`src/rtl/i2c_config_sequencer.sv`:
```
// Single-owner sequencer for the I2C register-access engine: replays the init
// ROM, polls HPD periodically and serves host accesses, one access at a time.
module i2c_config_sequencer #(
  parameter logic [6:0] CHIP_ADDR     = 7'h39,
  parameter int         INIT_LEN      = 16,
  parameter int         AW            = 5,
  parameter int         POLL_INTERVAL = 1000000,
  parameter logic [7:0] HPD_REG       = 8'h42,
  parameter int         HPD_BIT       = 6,
  parameter int         TIMEOUT       = 1048575
) (
  input  logic          clk,
  input  logic          reset,
  input  logic          restart,
  output logic [AW-1:0] rom_addr,
  input  logic [15:0]   rom_data,
  input  logic          ext_req,
  input  logic          ext_is_read,
  input  logic [7:0]    ext_reg,
  input  logic [7:0]    ext_value,
  output logic          ext_ack,
  output logic [7:0]    ext_data,
  output logic          hpd,
  output logic          init_done,
  output logic          timeout_err,
  output logic [6:0]    cfg_chip_addr,
  output logic [7:0]    cfg_reg_addr,
  output logic [7:0]    cfg_value,
  output logic          cfg_is_read,
  output logic          cfg_enable,
  input  logic [7:0]    cfg_data,
  input  logic          cfg_done
);

  localparam logic [2:0] S_INIT_FETCH = 3'd0;
  localparam logic [2:0] S_INIT_ISSUE = 3'd1;
  localparam logic [2:0] S_IDLE       = 3'd2;
  localparam logic [2:0] S_ISSUE      = 3'd3;
  localparam logic [2:0] S_WAIT_LOW   = 3'd4;
  localparam logic [2:0] S_WAIT_HIGH  = 3'd5;
  localparam logic [2:0] S_COMPLETE   = 3'd6;

  localparam logic [1:0] K_INIT = 2'd0;
  localparam logic [1:0] K_EXT  = 2'd1;
  localparam logic [1:0] K_POLL = 2'd2;

  localparam int            TW       = $clog2(TIMEOUT + 1);
  localparam logic [TW-1:0] TO_LAST  = TW'(TIMEOUT - 1);
  localparam logic [TW-1:0] TO_MAX   = TW'(TIMEOUT);
  localparam logic [23:0]   POLL_MAX = 24'(POLL_INTERVAL - 1);
  localparam logic [AW-1:0] LAST_IDX = AW'(INIT_LEN - 1);

  logic [2:0]    state;
  logic [1:0]    kind;
  logic [23:0]   poll_cnt;
  logic [TW-1:0] to_cnt;
  logic          done_hi_seen;
  logic          restart_pend;
  logic          poll_due;
  logic          new_hpd;
  logic          restart_any;

  assign cfg_chip_addr = CHIP_ADDR;
  assign poll_due      = (poll_cnt == POLL_MAX);
  assign new_hpd       = cfg_data[HPD_BIT];
  assign restart_any   = restart | restart_pend;

  // rom_addr doubles as the init-table index.
  always_ff @(posedge clk or negedge reset) begin
    if (!reset) begin
      state        <= S_INIT_FETCH;
      kind         <= K_INIT;
      poll_cnt     <= '0;
      to_cnt       <= '0;
      done_hi_seen <= 1'b0;
      restart_pend <= 1'b0;
      rom_addr     <= '0;
      ext_ack      <= 1'b0;
      ext_data     <= '0;
      hpd          <= 1'b0;
      init_done    <= 1'b0;
      timeout_err  <= 1'b0;
      cfg_reg_addr <= '0;
      cfg_value    <= '0;
      cfg_is_read  <= 1'b0;
      cfg_enable   <= 1'b0;
    end else begin
      cfg_enable <= 1'b0;
      ext_ack    <= 1'b0;
      if (!poll_due) poll_cnt <= poll_cnt + 24'd1;
      if (restart && state != S_IDLE) restart_pend <= 1'b1;

      case (state)
        S_INIT_FETCH: state <= S_INIT_ISSUE;
        S_INIT_ISSUE: begin
          cfg_reg_addr <= rom_data[15:8];
          cfg_value    <= rom_data[7:0];
          cfg_is_read  <= 1'b0;
          kind         <= K_INIT;
          state        <= S_ISSUE;
        end
        S_IDLE: begin
          if (restart_any) begin
            restart_pend <= 1'b0;
            init_done    <= 1'b0;
            rom_addr     <= '0;
            state        <= S_INIT_FETCH;
          end else if (ext_req) begin
            cfg_reg_addr <= ext_reg;
            cfg_value    <= ext_value;
            cfg_is_read  <= ext_is_read;
            kind         <= K_EXT;
            state        <= S_ISSUE;
          end else if (poll_due) begin
            poll_cnt     <= '0;
            cfg_reg_addr <= HPD_REG;
            cfg_value    <= '0;
            cfg_is_read  <= 1'b1;
            kind         <= K_POLL;
            state        <= S_ISSUE;
          end
        end
        S_ISSUE: begin
          to_cnt       <= '0;
          done_hi_seen <= 1'b0;
          if (cfg_done) begin
            cfg_enable <= 1'b1;
            state      <= S_WAIT_LOW;
          end
        end
        S_WAIT_LOW, S_WAIT_HIGH: begin
          // Timeout only flags the stall; the engine cannot be aborted.
          if (to_cnt == TO_LAST) begin
            timeout_err <= 1'b1;
            to_cnt      <= TO_MAX;
          end else if (to_cnt != TO_MAX) begin
            to_cnt <= to_cnt + 1'b1;
          end
          if (state == S_WAIT_HIGH) begin
            if (cfg_done) state <= S_COMPLETE;
          end else if (!cfg_enable) begin
            // Two done-high cycles after the pulse: engine finished unseen.
            if (!cfg_done)         state <= S_WAIT_HIGH;
            else if (done_hi_seen) state <= S_COMPLETE;
            else                   done_hi_seen <= 1'b1;
          end
        end
        S_COMPLETE: begin
          case (kind)
            K_INIT: begin
              rom_addr <= rom_addr + 1'b1;
              if (rom_addr == LAST_IDX) begin
                init_done <= 1'b1;
                state     <= S_IDLE;
              end else begin
                state <= S_INIT_FETCH;
              end
            end
            K_EXT: begin
              ext_data <= cfg_data;
              ext_ack  <= 1'b1;
              state    <= S_IDLE;
            end
            K_POLL: begin
              hpd <= new_hpd;
              if (!hpd && new_hpd) begin
                init_done <= 1'b0;
                rom_addr  <= '0;
                state     <= S_INIT_FETCH;
              end else begin
                state <= S_IDLE;
              end
            end
            default: state <= S_IDLE;
          endcase
        end
        default: state <= S_IDLE;
      endcase
    end
  end

endmodule

```
`config.mk`:
```
export PLATFORM = sky130hd
export DESIGN_NAME = i2c_config_sequencer
export DESIGN_NICKNAME = d
export VERILOG_FILES = /design/src/rtl/i2c_config_sequencer.sv
export SDC_FILE = /design/constraint.sdc
export NUM_CORES = 1
export LEC_CHECK = 0
export ABC_AREA = 1
export CORE_MARGIN = 1
export CORE_UTILIZATION = 40
export DETAILED_ROUTE_END_ITERATION = 8
export HOLD_SLACK_MARGIN = 0.15
export PLACE_DENSITY_LB_ADDON = 0.08
export SETUP_SLACK_MARGIN = 0.5
export SYNTH_ARGS = -nofsm -noshare
export SYNTH_HDL_FRONTEND = slang
export SYNTH_SLANG_ARGS = --single-unit
```
`constraint.sdc`:
```
create_clock -name clk -period 1.8 [get_ports clk]
set_input_delay 0.45 -clock clk [delete_from_list [all_inputs] [get_ports clk]]
set_output_delay 0.45 -clock clk [all_outputs]
set_load 0.02 [all_outputs]
```
== Word level (Yosys, flattened, before mapping) ==
Cells that the tools add are included.

* Flip-flop bits (word level): 86
* Bits of input ports: 46
* Output and inout port bits: 42
* Word-level logic and storage cells: 123

* Add/subtract/negate cells: 3
* Equal/unequal tests: 28
* Multiplexer cells: 57
* Bitwise logic cells: 1
* Reductions and logical operators: 18

{| class="wikitable"
|+ Operators by type and width
! cell !! count
|-
| $mux W24 || 5
|-
| $mux W8 || 6
|-
| $mux W20 || 2
|-
| $pmux W20 S2 || 1
|-
| $pmux W8 S2 || 2
|-
| $mux W3 || 9
|-
| $add A24 B1 Y24 const B || 1
|-
| $eq A24 B20 Y1 const B || 1
|-
| $add A20 B1 Y20 const B || 1
|-
| $eq A20 B20 Y1 const B || 1
|-
| $ne A20 B20 Y1 const B || 1
|-
| $pmux W5 S2 || 2
|-
| $ne A3 B3 Y1 const B || 6
|-
| $pmux W3 S6 || 1
|-
| $mux W1 || 16
|-
| $ne A2 B2 Y1 const B || 6
|-
| $mux W2 || 5
|-
| $mux W5 || 2
|-
| $reduce_and A5 Y1 || 2
|-
| $eq A3 B3 Y1 const B || 3
|-
| $ne A4 B4 Y1 const B || 2
|-
| $pmux W1 S2 || 4
|-
| $reduce_and A2 Y1 || 4
|-
| $reduce_and A4 Y1 || 2
|-
| 17 further kinds || 22
|}

== Longest topological paths before layout ==
Gate-level depths: netlist of the first run.

* Depth after elaboration: 6
* Mapped depth: 13
* Depth with buffers taken out: 12

== Least setup slack after synthesis of the first run ==
No wires, ideal clock.

* Kind: register -> register
* Start: register to_cnt[0]
* End: register to_cnt[17]
* Library setup time: 0.117 ns
* Arrival time: 1.566 ns
* Required time: 1.683 ns
* Path slack: 0.116 ns
* Cell stages (with the launch flop): 12
* Path buffers: 1
* Period minus slack after synthesis: 1.684 ns
* Path through: dfrtp_1 -> ha_1 -> inv_1 -> nor2_2 -> nand2_2 -> nor2_1 -> nand3_1 -> nand2_1 -> inv_2 -> buf_4 -> nand2_1 -> nand2_1

* Longest elaborated chain between the ends: 4
* Elaborated cells between the ends (all ways): 8
* Classes of those cells: add/sub (1); eq/ne (3); mux (3); reduce/logical (1)

{| class="wikitable"
|+ RTL lines
! item !! line !! source
|-
| start: declaration || 56 || <nowiki>logic [TW-1:0] to_cnt;</nowiki>
|-
| start signal: assignment || 137 || <nowiki>to_cnt <= to_cnt + 1'b1;</nowiki>
|-
| $add A20 B1 Y20 || 137 ||
|-
| $mux W20 || 136 || <nowiki>end else if (to_cnt != TO_MAX) begin</nowiki>
|-
| $mux W20 || 133 || <nowiki>if (to_cnt == TO_LAST) begin</nowiki>
|-
| $pmux W20 S2 || 93 || <nowiki>case (state)</nowiki>
|}

Several ways; a longest one is shown, not always the timed one. The select of a mux whose other input is x is not followed.
A chain may end at the register's enable or synchronous reset.

== Final worst setup path of the first run ==
* Start: register poll_cnt[4]
* End: register cfg_reg_addr[7]

* Longest elaborated chain between the ends: 3

{| class="wikitable"
|+ RTL lines
! item !! line !! source
|-
| start: declaration || 55 || <nowiki>logic [23:0] poll_cnt;</nowiki>
|-
| start signal: assignment || 90 || <nowiki>if (!poll_due) poll_cnt <= poll_cnt + 24'd1;</nowiki>
|-
| $eq A24 B20 Y1 || 64 || <nowiki>assign poll_due = (poll_cnt == POLL_MAX);</nowiki>
|-
| $ne A3 B3 Y1 (no line) || n/a ||
|-
| $reduce_and A3 Y1 (no line) || n/a ||
|-
| end signal: assignment || 96 || <nowiki>cfg_reg_addr <= rom_data[15:8];</nowiki>
|-
| end signal: assignment || 109 || <nowiki>cfg_reg_addr <= ext_reg;</nowiki>
|-
| end: declaration || 27 || <nowiki>output logic [7:0] cfg_reg_addr,</nowiki>
|}

Every way passes these cells.

==> results of run 1 <==
[registers in the layout, indices dropped and copies added (netlist names)]
| signal | cells |
|---|---|
| poll_cnt | 24 |
| to_cnt | 20 |
| cfg_reg_addr | 8 |
| cfg_value | 8 |
| ext_data | 8 |
| rom_addr | 5 |
| state | 3 |
| kind | 2 |
| cfg_enable | 1 |
| cfg_is_read | 1 |
| done_hi_seen | 1 |
| ext_ack | 1 |
| hpd | 1 |
| init_done | 1 |
| restart_pend | 1 |
| timeout_err | 1 |
[logic make-up (layout without fill, tap and decap cells)]
logic type	after synthesis	after routing	synth area share
AO/OA/AOI/OAI	38	38	0.0413
XOR/XNOR	19	19	0.0323
adder cells (fa/ha/maj)	6	6	0.0146
buffers and inverters	107	294	0.0909
flip-flops	86	86	0.418
other	2	7	0.00146
AND/OR/NAND/NOR	471	473	0.402
[report_power, final]
group	internal, mW	leakage [nW]	switching [mW]
Sequential	2.41	1.08	0.449
Clock	1.07	0.143	0.821
Combinational	2.14	2.82	2.40
Total	5.62	4.04	3.67
[cell usage after synthesis (6+ instances only)]
| library cell | number |
|---|---|
| sky130_fd_sc_hd__dfrtp_1 | 86 |
| sky130_fd_sc_hd__buf_4 | 11 |
| sky130_fd_sc_hd__ha_1 | 6 |
| sky130_fd_sc_hd__o21ai_1 | 9 |
| sky130_fd_sc_hd__nand2_1 | 271 |
| sky130_fd_sc_hd__inv_2 | 8 |
| sky130_fd_sc_hd__nand3_1 | 58 |
| sky130_fd_sc_hd__nor2_1 | 74 |
| sky130_fd_sc_hd__inv_1 | 76 |
| sky130_fd_sc_hd__buf_2 | 8 |
| sky130_fd_sc_hd__o21ai_0 | 19 |
| sky130_fd_sc_hd__xor2_1 | 15 |
| sky130_fd_sc_hd__nor3_1 | 14 |
| sky130_fd_sc_hd__nand4_1 | 30 |
[area by class of cell]
cell class	count	share of cell area
Inverter	84	0.0410
Clock buffer	10	0.0281
Sequential cell	86	0.267
Clock inverter	6	0.00753
Timing Repair Buffer	194	0.232
Multi-Input combinational cell	543	0.397
Tap cell	172	0.0264
[routing by layer]
metal	global-route usage	up-vias	wire [um]
met1	0.272	2586	6710
met2	0.382	149	7930
met3	0.0408	36	697
li1	-	2672	-
met5	0	-	0
met4	0.104	0	440
[through the flow]
stage	instance area, um^2	power [mW]	setup TNS, ns	hold slack [ns]	worst slack, ns
6_report	8150	9.29	0	0.134	0.210
5_1_grt	8150	9.83	0	0.178	0.164
4_1_cts	7370	8.51	0	0.159	0.283
3_5_place_dp	6350	5.97	-0.111	0.453	-0.0293
3_3_place_gp	6350	5.90	0	0.446	0.00390
2_1_floorplan	5320	4.81	0	0.154	0.310
[what timing repair did]
action / CTS / global route
buffers inserted: 52 / 36
gates resized for setup: 282 / 125
hold buffers: 0 / 0
pin swaps: 31 / 65
gates cloned: 3 / 5
endpoints found under the setup margin: 113 / 118
[worst paths after layout]
kind / from / endpoint / slack [ns]
setup reg to reg: poll_cnt[4]$_DFF_PN0_ / cfg_reg_addr[7]$_DFFE_PN0P_ / 0.21
setup / recovery: poll_cnt[4]$_DFF_PN0_ / cfg_reg_addr[7]$_DFFE_PN0P_ / 0.21
min in group clk: restart_pend$_DFF_PN0_ / restart_pend$_DFF_PN0_ / 0.49
max in group asynchronous: reset / to_cnt[8]$_DFFE_PN0P_ / 1.28
hold / removal: reset / poll_cnt[21]$_DFF_PN0_ / 0.13
hold reg to reg: restart_pend$_DFF_PN0_ / restart_pend$_DFF_PN0_ / 0.49
[worst register-to-register path: cells and delay by family (launching register included)]
family | cells | cell delay [ns]
AND/OR/NAND/NOR | 7 | 0.80
buffers and inverters | 2 | 0.30
flip-flops | 1 | 0.44
==> results.toml, run 1 <==
[place]
io_buffers = 80
dp_cells = 983
hpwl_mm = 9.21
place.gp.congestion = 0.868

[cells_and_area]
finalNonFillerCells = 1095
num-fill-cells = 1074
nNetsFinal = 970
diodes = 0
finish.utilization = 0.648
final_layout_size_suffix_gt1_frac = 0.374
area.sequential_mm2 = 0.00218
layout_common_cells = "sky130_fd_sc_hd__nand2_1 (241), sky130_fd_sc_hd__buf_4 (88), sky130_fd_sc_hd__dfrtp_1 (66)"
mostFrequentLayoutCell = "sky130_fd_sc_hd__nand2_1"
area_growth_pct = 58.2
area_used_by_multi_input_combinational_logic_mm2 = 0.00324

[floorplan]
die_x_um = 115
initial_utilization = 0.410
die_height_um = 115
fp.dieArea_mm2 = 0.0133
rows = 41
design.core.area_mm2 = 0.0126
floorplan.io_pins = 88

[clock_network]
clock_tree.root_cell = "sky130_fd_sc_hd__clkbuf_16"
cts_sinks = 86
htree_levels = 3
clock_insertion_delay_worst_skew_ns = 0.35
tritoncts = "done"
clk_pin_slew_ns = 0.07
clock_path_buffers = 2
tritoncts.num_buffers = 9

[yosys]
synthCells = 729
netlist_top_cells_area = "sky130_fd_sc_hd__dfrtp_1 (42%), sky130_fd_sc_hd__nand2_1 (20%), sky130_fd_sc_hd__nand3_1 (5.6%)"
yosysWarnings = 0
synth.avg_cell_area_um2 = 7.06
synthesis.area_mm2 = 0.00515
synth_seq_area_share = 0.418
yosys_register_bits = 86
synth_flop_cell = "sky130_fd_sc_hd__dfrtp_1"
synth_enable_flop_cells = 0
yosysTopAreaCell = "sky130_fd_sc_hd__dfrtp_1"
synth_largest_type_area_fraction = 0.418
async_reset_ff_frac = 1.00
synth_cell_types = 37

[setup_path]
slowest_stage = "sky130_fd_sc_hd__dfrtp_1"
crit_path_end_kind = "flop"
worstPathMaxFanout = 8
timing.critical_path.cells = "nand2_2 > inv_1 > nand2_1 > nor2_4 > nand3_4 > nand3_4 > clkbuf_16 > nand3_2 > nand2_1"
critical_path_depth = 9
worst-path-buf-inv = 2
required_ns = 2.09
worstRegToRegCells = 9
worst_ep_arrival_time_ns = 1.88
cpLargestDelayFamily = "simple AND/OR/NAND/NOR gates"
slowest_delay_ns = 0.44
setup.worst_path.start_class = "flop"
crit_type = "reg -> reg"

[route]
detail_route.drc_violations = 0
detailedRoute.firstIterationViolations = 339
ant_nets = 0
dr.pass1.iters = 7
wl_per_cell_um = 14.4
viasPerCell = 4.97
vias = 5443
detail_route.wirelength_mm = 15.8

[power]
power.static_leakage_nw = 4.04
max-vdd-ir-drop_v = 0.000563
p_per_area_mw_per_mm2 = 1140

[outcome]
status = "finished, final reports clean"

[global_route]
first_global_vias = 5061
pin_count_of_the_biggest_net_entering_global_routing = 87
antenna_found_initial = 0
grt_overflow = 0
grt.total_usage = 0.223
grt_first_pass_wirelength_mm = 23.5

[sta]
clock_skew_ns = 0.0101
final_min_period_over_clock_period = 0.883
layout_min_cycle_time_ns = 1.59
max_clock_freq_mhz = 629
rsz0062_at_grt = "yes"
timing.final.max_slew_violations = 0
finalHoldViolCount = 0
setup_viol = 0

[run]
cap_viol_max_count = 0

[min_path]
worstHoldPathType = "in -> async"
Note: power is estimated with default switching activity, not from simulation.
==> run 2: changes to the inputs <==
Settings changed: CORE_MARGIN 1 to 10, CTS_CLUSTER_DIAMETER set to 50.
==> run 2 against run 1 <==
  * Worst hold slack better by 0.37 ns
  * Register-to-register slack better by 0.03 ns
  * First-iteration DRC count is 11% higher
  * Wire length is 2.5% higher
==> results.toml, run 2 (same netlist as run 1, synthesis figures left out) <==
[outcome]
status = "finished, final reports clean"

[place]
hpwl_mm = 10.3
io_buffers = 80
dp_cells = 986
place_ws_ns = -0.0221
place.gp.congestion = 0.870
postPlaceCellArea_mm2 = 0.00638

[power]
internal_power_mw = 5.45
finalPower_mw = 9.10
switchingPower_mw = 3.65
p_per_area_mw_per_mm2 = 1120
sequential_power_share = 0.313
power.share.clock = 0.197
power.static_leakage_nw = 4.05
swShare = 0.401
max-vdd-ir-drop_v = 0.000704
comb_power_share = 0.490

[sta]
fin_ws_ns = 0.239
rsz0062_at_grt = "yes"
final_min_period_over_clock_period = 0.867
max_slew.worst_pin.slew_ns = 0.551
timing.final.max_slew_violations = 0
setup_viol = 0
clock_skew_ns = 0.00906
timing.max_slew.rel_slack = 0.633
max_clock_freq_mhz = 640
layout_min_cycle_time_ns = 1.56
finalHoldViolCount = 0

[setup_path]
required_ns = 2.08
crit_path_end_kind = "flop"
cpLargestDelayFamily = "simple AND/OR/NAND/NOR gates"
setup.worst_path.start_class = "flop"
timing.rr.start = "poll_cnt[0]$_DFF_PN0_"
critPathLaunch = "poll_cnt[0]$_DFF_PN0_"
worst-path-buf-inv = 0
slowest_stage = "sky130_fd_sc_hd__dfrtp_1"
worst_ep_arrival_time_ns = 1.84
worstRegToRegCells = 6
timing.critical_path.cells = "ha_4 > nand3_4 > nor3_4 > nand2_1 > ha_1 > o21ai_2"
crit_type = "reg -> reg"
worstPathMaxFanout = 4
slowest_delay_ns = 0.40
critical_path_depth = 6

[clock_network]
htree_levels = 3
clk_pin_slew_ns = 0.06
clock_insertion_delay_worst_skew_ns = 0.35
cts_sinks = 86
tritoncts.num_buffers = 9
clock_path_buffers = 2
tritoncts = "done"
clock_tree.root_cell = "sky130_fd_sc_hd__clkbuf_16"

[cells_and_area]
post-route-cell-area_mm2 = 0.00815
largest_register_ffs = 24
layout_common_cells = "sky130_fd_sc_hd__nand2_1 (243), sky130_fd_sc_hd__buf_4 (88), sky130_fd_sc_hd__dfrtp_1 (73)"
diodes = 0
registers.top_by_ff_count = "poll_cnt"
area_growth_pct = 58.2
finalNonFillerCells = 1104
mostFrequentLayoutCell = "sky130_fd_sc_hd__nand2_1"
nNetsFinal = 979
biggestRegsByFlops = "poll_cnt x24, to_cnt x20"
final_layout_size_suffix_gt1_frac = 0.353

[global_route]
first_global_vias = 5290
antenna_found_initial = 0
pin_count_of_the_biggest_net_entering_global_routing = 38
grt_first_pass_wirelength_mm = 25.8
grt.total_usage = 0.173
grt_overflow = 0

[floorplan]
die_x_um = 133
fp.dieArea_mm2 = 0.0178
rows = 41
design.core.area_mm2 = 0.0126
die_height_um = 133
floorplan.io_pins = 88
initial_utilization = 0.408

[route]
dr.pass1.iters = 5
ant_nets = 0
wl_per_cell_um = 14.7
detail_route.wirelength_mm = 16.2
detail_route.drc_violations = 0
vias = 5540
viasPerCell = 5.02
detailedRoute.firstIterationViolations = 377

[run]
cap_viol_max_count = 0

[min_path]
worstHoldPathType = "reg -> reg"
holdCritStartpoint = "cfg_value[4]$_DFFE_PN0P_"
worstHoldPathCells = 2
## run 2: worst min-delay path, cell delays in order (launching register included)
cell                      delay, ns
sky130_fd_sc_hd__dfrtp_1       0.36
sky130_fd_sc_hd__nand2_1       0.06
sky130_fd_sc_hd__nand2_1       0.05
## run 2: power groups by stage
stage / sequential (mW) / clock (mW) / combinational (mW)
2_1_floorplan: 3.12 / 0 / 1.69
3_3_place_gp: 2.82 / 0 / 3.15
3_5_place_dp: 2.84 / 0 / 3.21
4_1_cts: 2.83 / 1.82 / 4.00
5_1_grt: 2.90 / 1.91 / 4.85
6_report: 2.85 / 1.79 / 4.45
## run 2: layout make-up
| type | instances | area [um^2] |
|---|---|---|
| fillers | 1064 | 4470 |
| repair buffers | 202 | 1970 |
| multi-input cells | 543 | 3170 |
| inverters | 84 | 337 |
| clock buffers | 11 | 243 |
| flip-flops and latches | 86 | 2170 |
| clock inverters | 5 | 35.0 |
| repair inverters | 1 | 7.51 |
| well taps | 172 | 215 |
## run 2: worst paths after layout
path                       slack, ns                  endpoint
setup / recovery                0.24     poll_cnt[0]$_DFF_PN0_
hold / removal                  0.50  cfg_value[4]$_DFFE_PN0P_
setup reg to reg                0.24     poll_cnt[0]$_DFF_PN0_
hold reg to reg                 0.50  cfg_value[4]$_DFFE_PN0P_
max in group asynchronous       0.63      state[2]$_DFFE_PN0P_
min in group asynchronous       0.64   ext_data[6]$_DFFE_PN0P_
## run 2: per-stage QoR
stage / setup TNS [ns] / hold WS [ns] / utilization
finish: 0 / 0.502 / 0.646
global route: 0 / 0.525 / 0.646
CTS: 0 / 0.501 / 0.595
detailed placement: -0.109 / 0.461 / 0.506
global placement: 0 / 0.444 / 0.506
floorplan: 0 / 0.154 / -
## run 2: metal layers
layer,vias up,GRT usage,part of all wire
li1,2698,-,-
met1,2657,0.216,0.43
met2,166,0.291,0.51
met3,19,0.0357,0.054
met4,0,0.0593,0.014
met5,-,0,0
## run 2: timing repair
item | CTS | global route
buffers inserted | 54 | 37
hold buffers | 1 | 0
endpoints found under the hold margin | 34 | 0
gates cloned | 9 | 1
setup endpoints to repair | 114 | 119
pin swaps | 34 | 31
resized for setup | 298 | 96
==> run 3: changes to the inputs <==
Settings changed: CORE_UTILIZATION 40 to 49, GPL_ROUTABILITY_DRIVEN set to 0.
==> run 3 against run 2 <==
  * Global-route usage up 2.3 points
  * First-iteration DRC count up 43%
  * Count of clock-buffer cells in the layout increased by 1
  * Core utilization rose by 10 points
  * Cell count is 4.8% lower
  * Clock power fell by 24%
  * Combinational power down 6.5%
  * Die area is 16% lower
  * Power decreased by 8.2%
==> results.toml, run 3 (same netlist as run 1, synthesis figures left out) <==
[outcome]
status = "finished, final reports clean"

[power]
p_per_area_mw_per_mm2 = 1090
power.static_leakage_nw = 3.81
max-vdd-ir-drop_v = 0.000647
finalPower_mw = 8.35

[cells_and_area]
area_growth_pct = 48.7
largest_register_ffs = 24
biggestRegsByFlops = "poll_cnt x24, to_cnt x20"
mostFrequentLayoutCell = "sky130_fd_sc_hd__nand2_1"
finish.utilization = 0.745
diodes = 0
layout_common_cells = "sky130_fd_sc_hd__nand2_1 (247), sky130_fd_sc_hd__buf_4 (84), sky130_fd_sc_hd__dfrtp_1 (75)"
final_layout_size_suffix_gt1_frac = 0.326
registers.top_by_ff_count = "poll_cnt"
nNetsFinal = 962

[global_route]
grt_overflow = 0
pin_count_of_the_biggest_net_entering_global_routing = 51
grt.total_usage = 0.196
first_global_vias = 5210
grt_first_pass_wirelength_mm = 24.3
antenna_found_initial = 0

[setup_path]
required_ns = 2.06
worstPathMaxFanout = 5
crit_type = "reg -> reg"
crit_path_end_kind = "flop"
worst_ep_arrival_time_ns = 1.89
setup.worst_path.start_class = "flop"

[clock_network]
cts_sinks = 86
tritoncts.num_buffers = 9
clock_tree.root_cell = "sky130_fd_sc_hd__clkbuf_8"
clk_pin_slew_ns = 0.09
htree_levels = 3
clock_path_buffers = 2
clock_insertion_delay_worst_skew_ns = 0.37
tritoncts = "done"

[floorplan]
floorplan.io_pins = 88
die_height_um = 123
design.core.area_mm2 = 0.0103
die_x_um = 123
initial_utilization = 0.501
rows = 37
fp.dieArea_mm2 = 0.0150

[sta]
timing.final.max_slew_violations = 0
layout_min_cycle_time_ns = 1.63
clock_skew_ns = 0.0132
final_min_period_over_clock_period = 0.907
finalHoldViolCount = 0
max_clock_freq_mhz = 612
rsz0062_at_grt = "yes"
setup_viol = 0
tns_ns = 0

[route]
viasPerCell = 5.22
detailedRoute.firstIterationViolations = 540
wl_per_cell_um = 15.2
dr.pass1.iters = 5
ant_nets = 0
detail_route.wirelength_mm = 15.9
vias = 5484
detail_route.drc_violations = 0

[place]
hpwl_mm = 9.70
io_buffers = 80

[min_path]
worstHoldPathType = "in -> async"

[run]
cap_viol_max_count = 0
-- run 3: cell count changes in the layout (fill, tap and decap cells not counted), sizes merged --
cell / change
clkinv: -1
buf: -14
bufinv: +1
nand2: -1
clkbuf: -1
clkinvlp: -1
-- run 3: through the flow --
stage	hold WS (ns)	cells	area, um^2	setup WS [ns]
after global placement	0.273	948	6270	0.0208
after CTS	0.420	1019	7130	0.274
after detailed placement	0.272	948	6270	0.0127
after global routing	0.430	1051	7660	0.116
final	0.426	1051	7660	0.167
after floorplan	0.154	734	5320	0.310
-- run 3: final timing paths --
check	from	end	slack, ns	cells after the start
max	to_cnt[10]$_DFFE_PN0P_	to_cnt[13]$_DFFE_PN0P_	0.17	9
min	reset	poll_cnt[23]$_DFF_PN0_	0.43	2
max reg2reg	to_cnt[10]$_DFFE_PN0P_	to_cnt[13]$_DFFE_PN0P_	0.17	9
min reg2reg	cfg_value[4]$_DFFE_PN0P_	cfg_value[4]$_DFFE_PN0P_	0.50	2
max in group asynchronous	reset	state[1]$_DFFE_PN0P_	0.77	3
min in group clk	cfg_value[4]$_DFFE_PN0P_	cfg_value[4]$_DFFE_PN0P_	0.50	2
-- run 3: cell type report --
type / count / area, um^2
clock inverters: 4 / 48.8
repair inverters: 1 / 7.51
inverters: 84 / 332
fillers: 733 / 2620
multi-input cells: 542 / 3060
flip-flops and latches: 86 / 2170
well taps: 136 / 170
clock buffers: 12 / 135
repair buffers: 186 / 1740
-- run 3: worst max-delay path: stages (launching register included) --
cell and delay (ns):
sky130_fd_sc_hd__dfrtp_1 0.40, sky130_fd_sc_hd__nand2_1 0.12, sky130_fd_sc_hd__nor2_2 0.16, sky130_fd_sc_hd__nand2_2 0.15
sky130_fd_sc_hd__nor2_4 0.16, sky130_fd_sc_hd__nand3_2 0.12, sky130_fd_sc_hd__nand2_4 0.10, sky130_fd_sc_hd__clkinvlp_4 0.15
sky130_fd_sc_hd__nand2_1 0.10, sky130_fd_sc_hd__nand2_1 0.05
-- run 3: timing repair --
item                                    in CTS  in global routing
endpoints found under the setup margin     114                117
hold buffers                                 1                  0
cloned                                       6                  2
buffers inserted                            48                 30
pin swaps                                   42                 43
endpoints found under the hold margin       55                  0
resized for setup                          276                 87
-- run 3: where the power goes --
group	switching (mW)	internal (mW)
Clock	0.714	0.642
Combinational	2.25	1.91
Sequential	0.432	2.40
Total	3.39	4.95
-- run 3: layer usage --
layer / wire length, um / track usage / vias to the layer above
li1: - / - / 2659
met1: 6370 / 0.225 / 2572
met2: 8160 / 0.343 / 215
met3: 1020 / 0.0565 / 38
met4: 395 / 0.0670 / 0
met5: 0 / 0 / -
